### config.mk
export PLATFORM = sky130hd
export DESIGN_NAME = dwell_timer
export DESIGN_NICKNAME = d
export VERILOG_FILES = /design/src/rtl/tt_check_pkg.sv /design/src/rtl/truth_table_checker_dwell_timer.sv
export SDC_FILE = /design/constraint.sdc
export NUM_CORES = 1
export LEC_CHECK = 0
export CORE_AREA = 2 2 39 41
export CTS_CLUSTER_DIAMETER = 120
export DETAILED_ROUTE_END_ITERATION = 8
export DIE_AREA = 0 0 41 43
export PLACE_DENSITY = 0.37
export SLEW_MARGIN = 10
export SYNTH_ARGS = -nofsm -noshare
export SYNTH_HDL_FRONTEND = slang
export SYNTH_SLANG_ARGS = --single-unit
### constraint.sdc
create_clock -name clk -period 1.36 [get_ports clk]
set_input_delay 0.136 -clock clk [delete_from_list [all_inputs] [get_ports clk]]
set_output_delay 0.136 -clock clk [all_outputs]
set_load 0.005 [all_outputs]
### src/rtl/tt_check_pkg.sv
// Shared types and helpers for the truth-table checker slice.
package tt_check_pkg;

  typedef enum logic [1:0] {
    IDLE  = 2'd0,
    DRIVE = 2'd1,
    DONE  = 2'd2
  } tt_state_e;

  function automatic int unsigned clog2(input int unsigned value);
    int unsigned result;
    result = 0;
    while ((64'd1 << result) < 64'(value)) result++;
    return result;
  endfunction

endpackage

### src/rtl/truth_table_checker_dwell_timer.sv
// Free-running dwell counter with synchronous clear; tick marks the last dwell cycle.
module dwell_timer
  import tt_check_pkg::*;
#(
  parameter int unsigned DWELL = 100
) (
  input  logic clk,
  input  logic rst,
  input  logic clear,
  output logic tick
);

  localparam int unsigned CW = clog2(DWELL + 1);
  localparam logic [CW-1:0] LAST = CW'(DWELL - 1);

  logic [CW-1:0] count_q, count_d;

  always_comb begin
    count_d = count_q + CW'(1);
    if (clear) count_d = '0;
  end

  always_ff @(posedge clk) begin
    if (rst) count_q <= '0;
    else     count_q <= count_d;
  end

  assign tick = (count_q == LAST);

endmodule

==> run_results.csv <==
group,metric,value,unit
run_status,outcome,"finished, final reports clean",
timing,hold_viol_final,0,
routing,drc,0,
timing,slew_violations,0,
logic_synthesis,yosysMostFrequentCell,"dfxtp_1",
global_route,antenna_found_initial,0,
timing,setup_viol,0,
logic_synthesis,yosys_warnings,0,
global_route,grt_max_degree,8,
timing,worst_slew_pin_slew,0.205,ns
routing,vias_per_cell,4.37,
logic_synthesis,synth_flop_cell,"dfxtp_1",
logic_synthesis,synth_area,293,µm²
worst_setup_path,critPathCaptureType,"primary output",
timing,fin_crit,1.31,ns
clocking,postCtsHoldBufs,0,
timing,slew_headroom,86.2,%
timing,fin_skew,0.00229,ns
placed_design,hpwl,413,µm
timing,rsz0062_at_grt,"yes",
job,maxCapViolCount,0,
timing,fin_ws,0.0527,ns
worst_setup_path,cp_data_arrival_time,1.17,ns
final_layout,multi_input_area,174,µm²
floorplan,row_count,14,
routing,first_iter_violations,0,
placed_design,gp_congestion,0.652,
worst_setup_path,required,1.22,ns
power_and_ir_drop,ir_drop,0.400,mV
global_route,grt_pass1_wl,1120,µm
floorplan,die-width,41,µm
final_layout,fill_cells,151,
routing,ant_nets,0,
clocking,cts_buffers,3,
routing,wirelength,688,µm
final_layout,reg.largest.list,"count_q x7",
power_and_ir_drop,cellLeakagePower,0.000160,µW
routing,drt-wirelength-per-cell,11.5,µm
clocking,cts_max_level,1,
timing,period_share,96.1,%
floorplan,start_util,21.2,%
final_layout,area_growth,50.0,%
logic_synthesis,yosysSeqAreaShare,47.9,%
hold_path,min_path_type,"register to register",
global_route,grt_usage,10.4,%
logic_synthesis,ys_ff_latch,7,
logic_synthesis,async_reset_ff_share,0,%
placed_design,post-place-ws,-0.119,ns
logic_synthesis,synth-edff-count,0,
logic_synthesis,syn_nets,37,
final_layout,largest_register_ffs,7,
clocking,cts_tree,"built",
logic_synthesis,synthTopCellsByCount,"7 x dfxtp_1, 5 x nor2_1",
power_and_ir_drop,finalPower,431,µW
floorplan,core_area,1380,µm²
logic_synthesis,ys_types,15,
global_route,grt_overflow,0,
logic_synthesis,synth_top_area_cell,"dfxtp_1",
logic_synthesis,ys_top_cells_by_area,"dfxtp_1 48%, ha_1 8.5%, nor2_1 6.4%",
timing,clock.fmax,765,MHz
final_layout,seqCellArea,145,µm²
logic_synthesis,yosysTopAreaCellShare,47.9,%
clocking,clock-sinks,7,
clocking,insertion_delay,0.26,ns
worst_setup_path,start_kind,"register",
routing,vias,262,
floorplan,io_pins,4,
final_layout,nets,50,
worst_setup_path,criticalPathCategory,"register to primary output",
floorplan,dieArea,1760,µm²
clocking,clk_pin_slew,0.06,ns
clocking,cts-root-buf,"clkbuf_4",
logic_synthesis,synth.avg_cell_area,9.15,µm²
logic_synthesis,syn_inst,32,
final_layout,regMostFlops,"count_q",
placed_design,port_buffers,3,
power_and_ir_drop,power_density,981,nW/µm²
final_layout,layout-drive-gt1-share,40.9,%
routing,first_pass_iters,1,
final_layout,n_antenna_cell,0,
global_route,first_global_vias,280,
floorplan,die_height,43,µm
clocking,clk_path_buf_depth,2,
worst_setup_path,cp_max_fo,2,
## metrics by stage
stage	TNS [ns]	hold slack, ns	instance area, µm²	util (%)	std cells
4_1_cts	0	0.492	408	29.5	59
5_1_grt	-0.0215	0.542	439	31.7	60
3_3_place_gp	-0.108	0.477	377	27.2	55
6_report	0	0.515	439	31.7	60
2_1_floorplan	0	0.433	293	-	32
3_5_place_dp	-0.119	0.483	377	27.2	55
## placed cells by master (no fill, tap or decap), types with 2 or more instances in the layout
cell type / n
nor2_1: 5
xor2_1: 2
buf_4: 6
nand2_1: 2
dfxtp_1: 5
o21ai_0: 2
or3_1: 2
clkdlybuf4s50_1: 2
clkbuf_4: 3
## final timing paths
kind,to,slack (ns),cells past startpoint,start
max reg2reg,count_q[6],0.09,5,count_q[0]
max,tick,0.05,4,count_q[1]
min,count_q[5],0.51,2,count_q[5]
min reg2reg,count_q[5],0.51,2,count_q[5]
## layout make-up
type,count,area share [%]
tap,16,4.56
multi-input combinational,23,39.6
timing repair buffer,9,16.0
clock buffer,4,5.98
sequential,7,33.0
inverter,1,0.855
## cells by family after synthesis
family | Yosys count | synth area share [%]
xor+xnor | 3 | 8.98
buf+inv | 2 | 2.56
compound gates | 4 | 6.84
simple gates | 14 | 25.2
flops | 7 | 47.9
fa+ha+maj | 2 | 8.55
## power breakdown
part | switching, µW | internal, µW | total [µW]
sequential | 2.94 | 208 | 211
combinational | 9.22 | 12.8 | 22.1
clock | 85.7 | 113 | 198
total | 97.9 | 333 | 431
## worst max-delay path: stages (launching register included)
cell	delay (ns)
dfxtp_2	0.35
ha_4	0.13
nand4bb_1	0.12
nor3b_2	0.19
buf_2	0.13
## layer usage
| metal | vias to the layer above | global-route usage [%] | wire length, µm |
|---|---|---|---|
| met2 | 5 | 15.3 | 369 |
| met5 | - | 0 | 0 |
| met3 | 4 | 4.71 | 29 |
| li1 | 130 | - | - |
| met1 | 123 | 9.71 | 265 |
| met4 | 0 | 10.0 | 23 |
## repair_timing
| action | CTS | global route |
|---|---|---|
| pin swaps | 1 | 3 |
| setup endpoints to repair | 1 | 2 |
| gates cloned | 0 | 0 |
| buffers inserted | 0 | 1 |
| gates resized for setup | 8 | 5 |
No activity file was read; power rests on OpenSTA's default activity.
